**src/rtl/ccd_pixel_capture.sv**
```systemverilog
// CCD pixel capture: one ADC conversion per read_sample strobe, black-level correction,
// frame/line tagging and a show-ahead output FIFO on a valid/ready stream.
module ccd_pixel_capture #(
  parameter int ADC_BITS    = 16,
  parameter int FIFO_DEPTH  = 16,
  parameter int ADC_TIMEOUT = 255
) (
  input  logic                clk,
  input  logic                rst_n,
  input  logic [15:0]         width,
  input  logic [15:0]         height,
  input  logic                arm,
  input  logic                read_sample,
  input  logic [ADC_BITS-1:0] black_level,
  output logic                adc_convst,
  input  logic                adc_done,
  input  logic [ADC_BITS-1:0] adc_data,
  output logic [ADC_BITS-1:0] pix_data,
  output logic                pix_sof,
  output logic                pix_eol,
  output logic                pix_eof,
  output logic                pix_valid,
  input  logic                pix_ready,
  output logic                busy,
  output logic                frame_done,
  output logic                overflow,
  output logic                missed,
  output logic                adc_error
);

  // state       | meaning
  // S_IDLE      | waiting for arm
  // S_WAIT      | waiting for read_sample
  // S_CONV      | ADC conversion in flight, timeout counting down
  // S_WRITE     | correct sample and push it into the FIFO
  localparam logic [1:0] S_IDLE  = 2'd0;
  localparam logic [1:0] S_WAIT  = 2'd1;
  localparam logic [1:0] S_CONV  = 2'd2;
  localparam logic [1:0] S_WRITE = 2'd3;

  localparam int AW = (FIFO_DEPTH > 1) ? $clog2(FIFO_DEPTH) : 1;
  localparam int CW = AW + 1;
  localparam int TW = (ADC_TIMEOUT > 1) ? $clog2(ADC_TIMEOUT) : 1;
  localparam int EW = ADC_BITS + 3;
  localparam logic [TW-1:0] TMO_LOAD = TW'(ADC_TIMEOUT - 1);

  logic [1:0]          state_q, state_d;
  logic [15:0]         width_q, width_d;
  logic [15:0]         height_q, height_d;
  logic [ADC_BITS-1:0] black_q, black_d;
  logic [15:0]         col_q, col_d;
  logic [15:0]         row_q, row_d;
  logic [ADC_BITS-1:0] adc_val_q, adc_val_d;
  logic [TW-1:0]       tmo_q, tmo_d;
  logic                convst_q, convst_d;
  logic                zero_done_q, zero_done_d;
  logic                overflow_q, overflow_d;
  logic                missed_q, missed_d;
  logic                adc_error_q, adc_error_d;
  logic [AW-1:0]       wr_ptr_q, wr_ptr_d;
  logic [AW-1:0]       rd_ptr_q, rd_ptr_d;
  logic [CW-1:0]       count_q, count_d;
  logic [EW-1:0]       fifo_mem_q [FIFO_DEPTH];

  logic                push, pop, do_push, fifo_full;
  logic                is_sof, is_eol, is_eof;
  logic [ADC_BITS-1:0] pixel;
  logic [EW-1:0]       fifo_wdata;
  logic [EW-1:0]       head;

  assign is_sof     = (col_q == 16'd0) && (row_q == 16'd0);
  assign is_eol     = (col_q == width_q - 16'd1);
  assign is_eof     = is_eol && (row_q == height_q - 16'd1);
  assign pixel      = (adc_val_q > black_q) ? (adc_val_q - black_q) : '0;
  assign fifo_wdata = {pixel, is_sof, is_eol, is_eof};
  assign fifo_full  = (count_q == CW'(FIFO_DEPTH));
  assign head       = fifo_mem_q[rd_ptr_q];

  always_comb begin
    state_d     = state_q;
    width_d     = width_q;
    height_d    = height_q;
    black_d     = black_q;
    col_d       = col_q;
    row_d       = row_q;
    adc_val_d   = adc_val_q;
    tmo_d       = tmo_q;
    convst_d    = 1'b0;
    zero_done_d = 1'b0;
    overflow_d  = overflow_q;
    missed_d    = missed_q;
    adc_error_d = adc_error_q;
    push        = 1'b0;

    case (state_q)
      S_IDLE: begin
        if (arm) begin
          width_d     = width;
          height_d    = height;
          black_d     = black_level;
          col_d       = 16'd0;
          row_d       = 16'd0;
          overflow_d  = 1'b0;
          missed_d    = 1'b0;
          adc_error_d = 1'b0;
          if ((width == 16'd0) || (height == 16'd0)) zero_done_d = 1'b1;
          else state_d = S_WAIT;
        end
      end
      S_WAIT: begin
        if (read_sample) begin
          convst_d = 1'b1;
          tmo_d    = TMO_LOAD;
          state_d  = S_CONV;
        end
      end
      S_CONV: begin
        // adc_done wins over a timeout landing in the same cycle
        if (adc_done) begin
          adc_val_d = adc_data;
          state_d   = S_WRITE;
        end else if (tmo_q == '0) begin
          adc_error_d = 1'b1;
          adc_val_d   = black_q;
          state_d     = S_WRITE;
        end else begin
          tmo_d = tmo_q - TW'(1);
        end
      end
      default: begin
        push = 1'b1;
        if (is_eol) begin
          col_d = 16'd0;
          row_d = row_q + 16'd1;
        end else begin
          col_d = col_q + 16'd1;
        end
        state_d = is_eof ? S_IDLE : S_WAIT;
      end
    endcase

    if (read_sample && (state_q != S_WAIT)) missed_d = 1'b1;

    pop     = (count_q != '0) && pix_ready;
    do_push = push && (!fifo_full || pop);
    if (push && !do_push) overflow_d = 1'b1;

    wr_ptr_d = do_push ? wr_ptr_q + AW'(1) : wr_ptr_q;
    rd_ptr_d = pop ? rd_ptr_q + AW'(1) : rd_ptr_q;
    count_d  = count_q;
    case ({do_push, pop})
      2'b10:   count_d = count_q + CW'(1);
      2'b01:   count_d = count_q - CW'(1);
      default: count_d = count_q;
    endcase
  end

  always_ff @(posedge clk) begin
    if (!rst_n) begin
      state_q     <= S_IDLE;
      width_q     <= '0;
      height_q    <= '0;
      black_q     <= '0;
      col_q       <= '0;
      row_q       <= '0;
      adc_val_q   <= '0;
      tmo_q       <= '0;
      convst_q    <= 1'b0;
      zero_done_q <= 1'b0;
      overflow_q  <= 1'b0;
      missed_q    <= 1'b0;
      adc_error_q <= 1'b0;
      wr_ptr_q    <= '0;
      rd_ptr_q    <= '0;
      count_q     <= '0;
    end else begin
      state_q     <= state_d;
      width_q     <= width_d;
      height_q    <= height_d;
      black_q     <= black_d;
      col_q       <= col_d;
      row_q       <= row_d;
      adc_val_q   <= adc_val_d;
      tmo_q       <= tmo_d;
      convst_q    <= convst_d;
      zero_done_q <= zero_done_d;
      overflow_q  <= overflow_d;
      missed_q    <= missed_d;
      adc_error_q <= adc_error_d;
      wr_ptr_q    <= wr_ptr_d;
      rd_ptr_q    <= rd_ptr_d;
      count_q     <= count_d;
    end
  end

  // Storage needs no reset: count_q gates everything read from it.
  always_ff @(posedge clk) begin
    if (do_push) fifo_mem_q[wr_ptr_q] <= fifo_wdata;
  end

  assign pix_valid  = (count_q != '0);
  assign pix_data   = pix_valid ? head[EW-1:3] : '0;
  assign pix_sof    = pix_valid & head[2];
  assign pix_eol    = pix_valid & head[1];
  assign pix_eof    = pix_valid & head[0];
  assign adc_convst = convst_q;
  assign busy       = (state_q != S_IDLE);
  assign frame_done = zero_done_q | ((state_q == S_WRITE) && is_eof);
  assign overflow   = overflow_q;
  assign missed     = missed_q;
  assign adc_error  = adc_error_q;

endmodule

```
**config.mk**
```make
export PLATFORM = sky130hd
export DESIGN_NAME = ccd_pixel_capture
export DESIGN_NICKNAME = d
export VERILOG_FILES = /design/src/rtl/ccd_pixel_capture.sv
export SDC_FILE = /design/constraint.sdc
export NUM_CORES = 1
export LEC_CHECK = 0
export ABC_AREA = 1
export ABC_CLOCK_PERIOD_IN_PS = 6450
export CORE_MARGIN = 8
export CORE_UTILIZATION = 60
export DETAILED_ROUTE_END_ITERATION = 6
export PLACE_DENSITY = 0.79
export SLEW_MARGIN = 10
export SYNTH_ARGS = -nofsm -noshare
export SYNTH_HDL_FRONTEND = slang
export SYNTH_SLANG_ARGS = --single-unit
```
**constraint.sdc**
```tcl
create_clock -name clk -period 6.45 [get_ports clk]
set_input_delay 0.645 -clock clk [delete_from_list [all_inputs] [get_ports clk]]
set_output_delay 0.645 -clock clk [all_outputs]
set_load 0.02 [all_outputs]
```
==> metrics.cfg, run 1 <==
[placed_design]
pre_cts_slack_ps=2650
globalplace.congestion=0.885
place_hpwl_um=30300
place_area_um2=21100
io_buffers=95

[timing]
tns_ps=0
worst_slack_ps=1980
fin_hold_ws_ps=483
clock.fmax_ghz=0.224
worst_slew_pin_slew_ps=1290
finalHoldViolations=0
fin_crit_sh=0.692
rsz0062_at_grt=false
clock_skew_ps=21.1
slew_viol_final=0
min_period_ps=4470
slew_headroom=0.136
finalSetupViolations=0

[yosys]
synth_top_area_share=0.460
synth-seq-cells=432
yosys_warnings=0
synth_nets=2146
synth_largest_area_cell=edfxtp_1
synth_area_um2=19800
synthDistinctLibCells=48
synth_area_per_cell_um2=9.74
synth_ff_type=edfxtp_1
synthArstFlopShare=0
yosysSeqAreaShare=0.590
synth_cells=2036
synth_edf_count=304
synth_area_leaders=edfxtp_1, dfxtp_1, nor2_1

[flow_run]
cap_violations=0

[routing]
wl_met1_um=20300
drc_errors=0
vias=15300
via_per_inst=5.96
wl_met3_um=4260
top_layer=met4
wl_per_cell_um=19.3
drtAntennaViolNets=0
dr_wl_met2_um=23500
firstDrtPassIters=5
routed_wl_um=49600
drt_iter0_markers=1517

[grt]
antenna_found_initial=0
grt_pass1_wl_um=77600
grt_pass1_vias=15100
grt_overflow=0
grt_util_all_layers=0.249
grt_max_degree=89

[clocking]
htreeDepth=2
ctsResizeCount=0
hold_buffers=0
cts_tree=built
cts_made_buffers=44
cts.root.buffer_cell=clkbuf_16
clkLatencyLatePin_ps=560
post_cts_buffers=0
cts_sinks=432
clk_pin_slew_ps=60
cts_buffer_depth=3

[setup_path]
crit_path_end_kind=primary output
cp.required_ps=5800
r2r_start=width_q[0]
cp_data_arrival_time_ps=3820
crit_fanout=77
start_kind=flop
path_class=reg2out

[cells_and_area]
final_area_um2=22600
nNetsFinal=2203
syn_to_final_growth_pct=14.1
antenna_cells=0
drive_above_1_share=0.0705
nFillCells=2468

[floorplanning]
dieArea_um2=39100
start_util=0.609
coreArea_um2=32500
die_width_um=198
fp-row-count=66
die_h_um=198
io_pins=96

[min_path]
hold_class=reg2reg
min_from=black_q[0]

[power]
worst_ir_drop_vdd_mv=0.276
power_density_nw_per_um2=471
leakage_nw=8.21
power.total_mw=10.7

[outcome]
status=finished clean

-- worst paths after layout --
path	slack [ps]	endpoint	depth (start not counted)
max	1980	pix_eof	10
min	480	black_q[0]	2
max reg2reg	2890	fifo_mem_q[11][0]	11
min reg2reg	480	black_q[0]	2
-- layout by cell type (no fill, tap or decap), types with 2 or more instances in the layout --
master	count
nor3_1	13
xnor2_1	31
nand3b_1	9
nand4_1	22
clkinvlp_4	3
a31oi_1	4
clkdlybuf4s50_1	94
nand2_2	5
dfxtp_1	126
and3_1	3
or2_2	3
nor2_2	28
o211ai_1	2
buf_4	27
inv_1	125
a21o_1	4
fa_1	2
clkbuf_16	44
o21ai_1	2
o22ai_1	10
clkinv_2	8
nand2_1	203
nor2_1	346
inv_2	3
o221ai_1	66
clkbuf_1	10
bufinv_16	5
clkbuf_8	3
a211oi_1	5
a21oi_1	134
nand3_1	99
clkinv_1	7
nor2_4	5
o21ai_0	249
ha_1	38
edfxtp_1	304
xor2_1	47
nor4_1	17
a31o_2	2
nor3b_1	3
-- per-stage QoR --
stage / instances / util
final: 2571 / 0.695
after global routing: 2571 / 0.695
after CTS: 2571 / 0.695
after detailed placement: 2489 / 0.650
after global placement: 2489 / 0.650
after floorplan: 2036 / -
-- final cells by class --
type / count / area [µm²] / area share
sequential: 432 / 11700 / 0.517
multi-input combinational: 1362 / 7260 / 0.321
clock buffer: 58 / 1180 / 0.0524
timing repair buffer: 122 / 1150 / 0.0508
tap: 442 / 553 / 0.0245
inverter: 131 / 493 / 0.0218
clock inverter: 24 / 280 / 0.0124
-- critical path: stages, from the launching register on --
cell and delay (ps):
dfxtp_2 310, buf_4 630, clkinv_1 540, buf_4 470, o21ai_0 200, o22ai_1 100, nor2_1 110, nor2_1 60
o21ai_0 140, a21oi_1 110, clkdlybuf4s50_1 560
-- cell families after synthesis --
| logic type | synth area share |
|---|---|
| simple gates | 0.164 |
| compound gates | 0.138 |
| flops | 0.590 |
| buf+inv | 0.0473 |
| xor+xnor | 0.0353 |
| fa+ha+maj | 0.0260 |
-- Yosys cell counts (2+ instances only) --
cell type  number
a31o_2          2
o21ai_1         2
nand4_1        22
edfxtp_1      304
xor2_1         47
inv_2           3
nand3b_1        9
clkinv_1        2
a21oi_1       134
fa_1            2
nand2_1       204
and3_1          3
buf_2           5
ha_1           38
nand3_1        99
nor2_4          2
nor2_1        363
xnor2_1        31
inv_1         126
o211ai_1        2
o221ai_1       66
nor2_2         14
nor4_1         17
nor3b_1         3
clkbuf_1      102
o21ai_0       249
a21o_1          4
nor3_1         13
a211oi_1        5
o22ai_1        10
nand2_2         4
dfxtp_1       128
or2_2           3
a31oi_1         4
-- state kept, by name, indices dropped and copies added (netlist names), 2 cells and up, named ones only --
| register | flops |
|---|---|
| tmo_q | 8 |
| fifo_mem_q | 304 |
| rd_ptr_q | 4 |
| col_q | 16 |
| width_q | 16 |
| black_q | 16 |
| count_q | 5 |
| row_q | 16 |
| height_q | 16 |
| adc_val_q | 16 |
| wr_ptr_q | 4 |
| state_q | 2 |
-- per-layer routing --
metal / global-route usage / up-vias
li1: - / 7253
met5: 0 / -
met3: 0.0450 / 121
met1: 0.327 / 7257
met2: 0.413 / 692
met4: 0.0893 / 0
-- power by group --
group          switching [mW]  internal [mW]
logic                    2.86           1.27
clock network            1.06           1.51
registers               0.201           3.75
Power figures use the tool's default switching activity.
==> run 2: changes to the inputs <==
--- a/config.mk
+++ b/config.mk
@@ -6,7 +6,7 @@
 export NUM_CORES = 1
 export LEC_CHECK = 0
 export ABC_AREA = 1
-export ABC_CLOCK_PERIOD_IN_PS = 6450
+export ABC_CLOCK_PERIOD_IN_PS = 4600
 export CORE_MARGIN = 8
 export CORE_UTILIZATION = 60
 export DETAILED_ROUTE_END_ITERATION = 6
==> constraint.sdc (replaced) <==
create_clock -name clk -period 4.6 [get_ports clk]
set_input_delay 0.46 -clock clk [delete_from_list [all_inputs] [get_ports clk]]
set_output_delay 0.46 -clock clk [all_outputs]
set_load 0.02 [all_outputs]
==> run 2 against run 1 <==
  * Count of clock-buffer cells in the layout did not move
  * Sequential cell count did not move
  * Sequential share of layout area barely moved
  * Global-route usage rose by 0.16 points
  * Setup slack got worse by 1200 ps
  * Via count rose by 0.77%
  * Register-to-register slack got worse by 1500 ps
  * Critical endpoint is now pix_data[10]
  * Largest cell class unchanged
==> metrics.cfg, run 2 (synthesized netlist as in run 1, its figures left out) <==
[setup_path]
crit_path_end_kind=primary output  ; unchanged
path_class=reg2out  ; unchanged
r2r_start=adc_val_q[0]  ; was width_q[0]
rr_worst_depth=12  ; was 11
start_kind=flop  ; unchanged
cp.required_ps=4140  ; was 5800 ps
cp_data_arrival_time_ps=3360  ; was 3820 ps
r2r_slack_ps=1350  ; was 2890 ps
timing.rr.end=fifo_mem_q[5][17]  ; was fifo_mem_q[11][0]
crit_fanout=74  ; was 77

[cells_and_area]
layout_common_cells=nor2_1, edfxtp_1, o21ai_0  ; unchanged
nFillCells=2391  ; was 2,468
ff_latch_area_um2=11700  ; unchanged
nNetsFinal=2210  ; was 2,203
final_area_um2=22600  ; about the same
largest_register_ffs=304  ; unchanged
multiInputGateArea_um2=7260  ; about the same
largest-register=fifo_mem_q  ; unchanged
drive_above_1_share=0.0707  ; was 0.0705
final_cells=2578  ; was 2,571
final_common_cell=nor2_1  ; unchanged
syn_to_final_growth_pct=14.0  ; was 14.1%

[clocking]
cts.root.buffer_cell=clkbuf_16  ; unchanged
htreeDepth=2  ; unchanged
clk_pin_slew_ps=60  ; about the same
ctsResizeCount=0  ; unchanged
clkLatencyLatePin_ps=560  ; about the same
cts_tree=built  ; unchanged
hold_buffers=0  ; unchanged
post_cts_buffers=0  ; unchanged
cts_sinks=432  ; unchanged
cts_made_buffers=45  ; was 44
cts_buffer_depth=3  ; unchanged

[floorplanning]
die_h_um=198  ; unchanged
start_util=0.609  ; unchanged
fp-row-count=66  ; unchanged
dieArea_um2=39100  ; unchanged
die_width_um=198  ; unchanged
io_pins=96  ; unchanged
coreArea_um2=32500  ; unchanged

[flow_run]
cap_violations=0  ; unchanged

[timing]
slew_viol_final=0  ; unchanged
worst_slack_ps=782  ; was 1980 ps
worst_slew_pin_slew_ps=1060  ; was 1290 ps
finalHoldViolations=0  ; unchanged
min_period_ps=3820
tns_ps=0  ; unchanged
clock.fmax_ghz=0.262
fin_crit_sh=0.830
finalSetupViolations=0  ; unchanged
clock_skew_ps=23.9  ; was 21.1 ps
slew_headroom=0.293  ; was 0.136
rsz0062_at_grt=false  ; unchanged

[grt]
grt_pass1_wl_um=78100  ; was 77,600 µm
grt_max_degree=109  ; was 89
grt_overflow=0  ; unchanged
grt_pass1_vias=14900  ; was 15,100
grt_util_all_layers=0.251  ; was 0.249
antenna_found_initial=2  ; was 0

[routing]
vias=15400  ; was 15,300
firstDrtPassIters=5  ; unchanged
drt_iter0_markers=1592  ; was 1,517
via_per_inst=5.99  ; was 5.96
routed_wl_um=49600  ; about the same
wl_per_cell_um=19.2  ; was 19.3 µm
drtAntennaViolNets=0  ; unchanged
drc_errors=0  ; unchanged

[power]
power_density_nw_per_um2=654  ; was 471 nW/µm²
leakage_nw=8.20  ; was 8.21 nW
power.total_mw=14.8  ; was 10.7 mW
worst_ir_drop_vdd_mv=0.430  ; was 0.276 mV

[min_path]
min_from=overflow  ; was black_q[0]
hold_class=reg2reg  ; unchanged
min_to=overflow  ; was black_q[0]
min_path_cells=2  ; unchanged

[placed_design]
globalplace.congestion=0.876  ; was 0.885
place_area_um2=21200  ; was 21,100 µm²
io_buffers=95  ; unchanged
pre_cts_slack_ps=1360  ; was 2650 ps
dp_cells=2495  ; was 2,489
place_hpwl_um=30800  ; was 30,300 µm

[outcome]
status=finished clean  ; unchanged

==> run 2: cell types whose count changed in the layout (fill, tap and decap cells not counted), sizes merged <==
cell      change
clkinv        +6
buf           +6
clkinvlp      -1
inv           -1
bufinv        -4
diode         +1
==> run 2: metal layers <==
layer / global-route usage / vias to the layer above / wire, µm
met5: 0 / - / 27
met4: 0.0824 / 4 / 1280
met3: 0.0520 / 102 / 4460
met2: 0.413 / 703 / 23500
met1: 0.330 / 7364 / 20300
li1: - / 7268 / -
==> run 2: area by class of cell <==
class / instances / area share
diodes: 1 / 0.000111
clock buffers: 58 / 0.0529
clock inverters: 24 / 0.00885
inverters: 131 / 0.0218
multi-input cells: 1362 / 0.321
flip-flops and latches: 432 / 0.517
well taps: 442 / 0.0245
repair buffers: 128 / 0.0534
==> run 2: worst max path at each step <==
stage	from	endpoint	slack [ps]	cells past startpoint
4_1_cts	flop	pix_data[10]	750	6
6_report	flop	pix_data[10]	780	6
2_1_floorplan	adc_val_q[0]	fifo_mem_q[0][6]	1840	12
3_5_place_dp	flop	pix_data[10]	1360	6
3_3_place_gp	flop	pix_data[15]	1510	9
5_1_grt	flop	pix_data[10]	580	6
==> run 2: per-stage QoR <==
stage	hold slack [ps]	utilization
after floorplan	437	-
after global placement	460	0.652
after detailed placement	465	0.652
after CTS	481	0.695
after global routing	507	0.695
final	478	0.695
==> run 2: critical path, cell delays in order (launching register included) <==
cell             delay, ps
dfxtp_4                830
buf_4                  410
o21ai_0                170
o221ai_1               310
nand3_1                140
a21oi_1                210
clkdlybuf4s50_1        690
==> run 2: power by group <==
group	switching (mW)	internal, mW	leakage [nW]	total, mW
Combinational	3.97	1.81	3.64	5.78
Clock	1.50	1.91	0.673	3.41
Sequential	0.339	5.26	3.89	5.60
==> run 3: changes to the inputs <==
--- a/config.mk
+++ b/config.mk
@@ -6,11 +6,11 @@
 export NUM_CORES = 1
 export LEC_CHECK = 0
 export ABC_AREA = 1
-export ABC_CLOCK_PERIOD_IN_PS = 4600
+export ABC_CLOCK_PERIOD_IN_PS = 3300
 export CORE_MARGIN = 8
-export CORE_UTILIZATION = 60
+export CORE_UTILIZATION = 55
 export DETAILED_ROUTE_END_ITERATION = 6
-export PLACE_DENSITY = 0.79
+export PLACE_DENSITY = 0.77
 export SLEW_MARGIN = 10
 export SYNTH_ARGS = -nofsm -noshare
 export SYNTH_HDL_FRONTEND = slang
==> constraint.sdc (replaced) <==
create_clock -name clk -period 3.3 [get_ports clk]
set_input_delay 0.33 -clock clk [delete_from_list [all_inputs] [get_ports clk]]
set_output_delay 0.33 -clock clk [all_outputs]
set_load 0.02 [all_outputs]
==> run 3 against run 2 <==
  * Global-route usage shrank 1.5 points
  * Via count grew 0.64%
  * Utilization shrank 4.5 points
  * Count of clock-buffer cells in the layout shrank 7
  * Critical path depth grew 1
  * Combinational power grew 51%
  * Sequential power grew 36%
  * Final cell count grew 1.7%
  * Setup slack lost 690 ps
  * Die area grew 8.3%
==> metrics.cfg, run 3 (synthesized netlist as in run 1, its figures left out) <==
[clocking]
cts_made_buffers=43  ; was 45
clk_pin_slew_ps=60  ; about the same
cts_sinks=432  ; unchanged
cts_buffer_depth=3  ; unchanged
htreeDepth=2  ; unchanged
cts_tree=built  ; unchanged
hold_buffers=0  ; unchanged
clkLatencyLatePin_ps=560  ; about the same
cts.root.buffer_cell=clkbuf_16  ; unchanged

[setup_path]
cp_data_arrival_time_ps=2880  ; was 3360 ps
path_class=reg2out  ; unchanged
r2r_start=adc_val_q[0]  ; unchanged
cp.required_ps=2970  ; was 4140 ps
crit_fanout=58  ; was 74
start_kind=flop  ; unchanged
crit_path_end_kind=primary output  ; unchanged

[min_path]
min_from=rst_n  ; was overflow
hold_class=in2reg  ; was reg2reg

[timing]
slew_headroom=0.303  ; was 0.293
fin_hold_ws_ps=278  ; was 478 ps
min_period_ps=3210
worst_slew_pin_slew_ps=1040  ; was 1060 ps
fin_crit_sh=0.971
finalHoldViolations=0  ; unchanged
slew_viol_final=0  ; unchanged
finalSetupViolations=0  ; unchanged
worst_slack_ps=94.6  ; was 782 ps
clock.fmax_ghz=0.312
clock_skew_ps=21.9  ; was 23.9 ps

[routing]
vias=15500  ; was 15,400
via_per_inst=5.93  ; was 5.99
firstDrtPassIters=6  ; was 5
drtAntennaViolNets=0  ; unchanged
top_layer=met4  ; was met5
drt_iter0_markers=1715  ; was 1,592
routed_wl_um=50500  ; was 49,600 µm
wl_met1_um=21300  ; was 20,300 µm
drc_errors=0  ; unchanged
wl_met3_um=4230  ; was 4460 µm
wl_per_cell_um=19.3  ; was 19.2 µm
dr_wl_met2_um=23800  ; was 23,500 µm

[cells_and_area]
largest-register=fifo_mem_q  ; unchanged
syn_to_final_growth_pct=16.6  ; was 14.0%
ff_latch_area_um2=11700  ; unchanged
drive_above_1_share=0.0935  ; was 0.0707
nFillCells=2687  ; was 2,391
largest_register_ffs=304  ; unchanged
final_common_cell=nor2_1  ; unchanged
multiInputGateArea_um2=7300  ; was 7260 µm²
final_cells=2622  ; was 2,578
layout_common_cells=nor2_1, edfxtp_1, o21ai_0  ; unchanged
final_core_util=0.650  ; was 0.695
antenna_cells=0  ; was 1
nNetsFinal=2236  ; was 2,210

[placed_design]
globalplace.congestion=0.903  ; was 0.876
io_buffers=95  ; unchanged
place_hpwl_um=31700  ; was 30,800 µm
dp_cells=2541  ; was 2,495
pre_cts_slack_ps=-6.54  ; was 1360 ps

[grt]
grt_pass1_vias=14800  ; was 14,900
grt_util_all_layers=0.236  ; was 0.251
grt_pass1_wl_um=79700  ; was 78,100 µm
grt_overflow=0  ; unchanged
antenna_found_initial=0  ; was 2
grt_max_degree=105  ; was 109

[outcome]
status=finished clean  ; unchanged

[flow_run]
cap_violations=0  ; unchanged

[floorplanning]
fp-row-count=69  ; was 66
die_width_um=206  ; was 198 µm
die_h_um=206  ; was 198 µm
coreArea_um2=35600  ; was 32,500 µm²
dieArea_um2=42400  ; was 39,100 µm²
io_pins=96  ; unchanged
start_util=0.557  ; was 0.609

[power]
power_density_nw_per_um2=934  ; was 654 nW/µm²
worst_ir_drop_vdd_mv=0.561  ; was 0.430 mV
leakage_nw=8.54  ; was 8.20 nW
power.total_mw=21.6  ; was 14.8 mW

run 3: per-stage QoR:
step                instance area, µm²  setup TNS, ps
floorplan                        19800              0
global placement                 21500              0
detailed placement               21500          -89.1
CTS                              23000              0
global route                     23100          -90.3
finish                           23100              0
run 3: report_power, final:
part	switching [mW]	internal [mW]
Sequential	0.303	7.32
Clock	2.09	3.14
Combinational	5.96	2.77
run 3: area by class of cell:
type,instances,area share
well taps,461,0.0249
flip-flops and latches,432,0.506
clock buffers,51,0.0478
clock inverters,29,0.0179
repair buffers,156,0.0663
multi-input cells,1362,0.316
inverters,131,0.0214
run 3: metal layers:
layer / global-route usage / up-vias
met2: 0.387 / 699
met5: 0 / -
met3: 0.0332 / 94
met4: 0.0745 / 0
li1: - / 7320
met1: 0.323 / 7427
run 3: final timing paths:
check             cells after the start  slack, ps                end
hold / removal                        3        280         state_q[0]
setup / recovery                      7         90        pix_data[0]
setup reg to reg                     13        280  fifo_mem_q[6][12]
hold reg to reg                       2        490           tmo_q[4]
run 3: what timing repair did:
| action | in CTS | in global routing |
|---|---|---|
| setup endpoints to repair | 20 | 200 |
| pin swaps | 0 | 1 |
| resized for setup | 5 | 25 |
| buffers inserted | 0 | 1 |
| endpoints found under the hold margin | 0 | 0 |
run 3: worst max-delay path: stages (launching register included):
cell and delay [ps]:
dfxtp_4 370, clkinv_2 220, buf_12 290, o21ai_0 120, o221ai_1 190, nand3_1 150
a21oi_1 280, clkdlybuf4s50_1 690
==> RTL edit: new RTL, config.mk and constraints of run 3 <==
Set the parameter `ADC_TIMEOUT` to 510 (it was 255).
--- a/src/rtl/ccd_pixel_capture.sv
+++ b/src/rtl/ccd_pixel_capture.sv
@@ -3,7 +3,7 @@
 module ccd_pixel_capture #(
   parameter int ADC_BITS    = 16,
   parameter int FIFO_DEPTH  = 16,
-  parameter int ADC_TIMEOUT = 255
+  parameter int ADC_TIMEOUT = 510
 ) (
   input  logic                clk,
   input  logic                rst_n,
Formal check against the unedited RTL: no difference found for any inputs over 4 cycles, from zero or initial values and one cycle with rst_n low; that may be too few to reach the edited logic, so the function may still have changed.
==> RTL edit against run 3 <==
- sequential cell count increased by 1
- utilization decreased by 0.42 points
- area after synthesis about the same
- highest routed layer unchanged
- power decreased by 3.9%
- largest cell class unchanged
- cell area decreased by 0.89%
- clock skew increased by 0.0034 ns
- via count decreased by 0.14%
- register-to-register slack got worse by 0.06 ns
- routed wire length decreased by 0.19%
- global-route usage decreased by 0.14 points
- worst setup slack got worse by 0.051 ns
==> RTL edit: results (changes against run 3) <==
| Metric | Value |
|---|---|
| PnR Total Power | `20.8 mW (-3.9%)` |
| CP max FO | `46 (-21%)` |
| Fraction of standard cell area in multi-input logic | `31.3% (-0.32 points)` |
| Buffer count from post-CTS setup fixing | `1 (+1)` |
| First-pass GRT wire length | `79.5 mm (-0.23%)` |
| Commonest cells in the netlist | `nor2_1, edfxtp_1, o21ai_0` |
| Status | `finished, final reports clean` |
| DR iter-0 viols | `1365 (-20%)` |
| Non-CTS inverters | `149 (+14%)` |
| Multi-In Gates | `1360 (-0.15%)` |
| VDD IR max | `0.000569 V (+1.4%)` |
| RePlAce Congestion | `0.887 (-1.8%)` |
| XOR/XNOR Fraction of Synth Area | `2.83% (-0.70 points)` |
| Sequential power | `7.71 mW (+1%)` |
| Pin count of the biggest net entering global routing | `73 (-30%)` |
| Buffer share of cell area | `6.54% (-0.093 points)` |
| Syn nets | `2160 (+0.65%)` |
| Cells after Synth | `2051 (+0.74%)` |
| Grt met1 use | `30.9% (-1.4 points)` |
| Routed met2 length | `24.0 mm (+0.64%)` |
| Nonclk buf count | `149 (-4.5%)` |
| Routed wl met3 | `4.22 mm (-0.31%)` |
| Share of layout cells above drive strength 1 | `7.88% (-1.5 points)` |
| Final-layout clock buffer total | `57 (+12%)` |
| Synth cell types | `47 (-2.1%)` |
| Sequential share of the synthesized area | `59.1% (+0.14 points)` |
| Vias | `15519 (-0.14%)` |
| WL met1 | `21.0 mm (-1.7%)` |
| Synth Area in Compound Gates | `13.8% (about the same)` |
| Static Leakage | `8.52 nW (-0.29%)` |
| Vias in the first global route | `15054 (+1.6%)` |
| Clock sink count | `433 (+0.23%)` |
| Post-DP Area | `21500 µm² (-0.12%)` |
| GRT Resource Usage Total | `23.5% (-0.14 points)` |
| Adder-cell area share of the yosys netlist | `2.54% (-0.062 points)` |
| Met3 usage | `3.95% (+0.63 points)` |
| Met2 Track Usage GR | `39.3% (+0.58 points)` |
| Critical path arrival | `2.93 ns (+0.05 ns)` |
| Worst Skew | `0.0253 ns (+0.00339 ns)` |
| Wire per inst | `19.1 µm (-0.57%)` |
| Sw Ratio | `39.0% (+0.28 points)` |
| Place WS | `0.210 ns (+0.216 ns)` |
| Seq/total area | `51.1% (+0.55 points)` |
| Gate power share | `39.8% (-0.7 points)` |
[RTL edit: cell count changes after synthesis, moves of 12 or more]
cell | before | now
nor2_1 | 363 | 348
a31oi_1 | 4 | 25
a21oi_1 | 134 | 108
o22ai_1 | 10 | 22
nand2_1 | 204 | 236
nor2_2 | 14 | 1
o221ai_1 | 66 | 54
inv_1 | 126 | 142
[RTL edit: path summary, 6_finish.rpt]
kind | from | end | slack [ns] | depth (start not counted)
max reg2reg | black_q[0] | fifo_mem_q[1][11] | 0.22 | 9
min | rst_n | adc_convst | 0.30 | 3
min reg2reg | tmo_q[8] | tmo_q[8] | 0.47 | 2
max | register | pix_data[10] | 0.04 | 9
[RTL edit: critical path: stages (launching register included)]
cell and delay [ns]:
dfxtp_4 0.46, inv_2 0.14, buf_12 0.23, o21ai_0 0.12
o22ai_1 0.12, nor2_1 0.05, nor2_1 0.10, o21ai_0 0.08
a21oi_1 0.36, clkdlybuf4s50_1 0.69
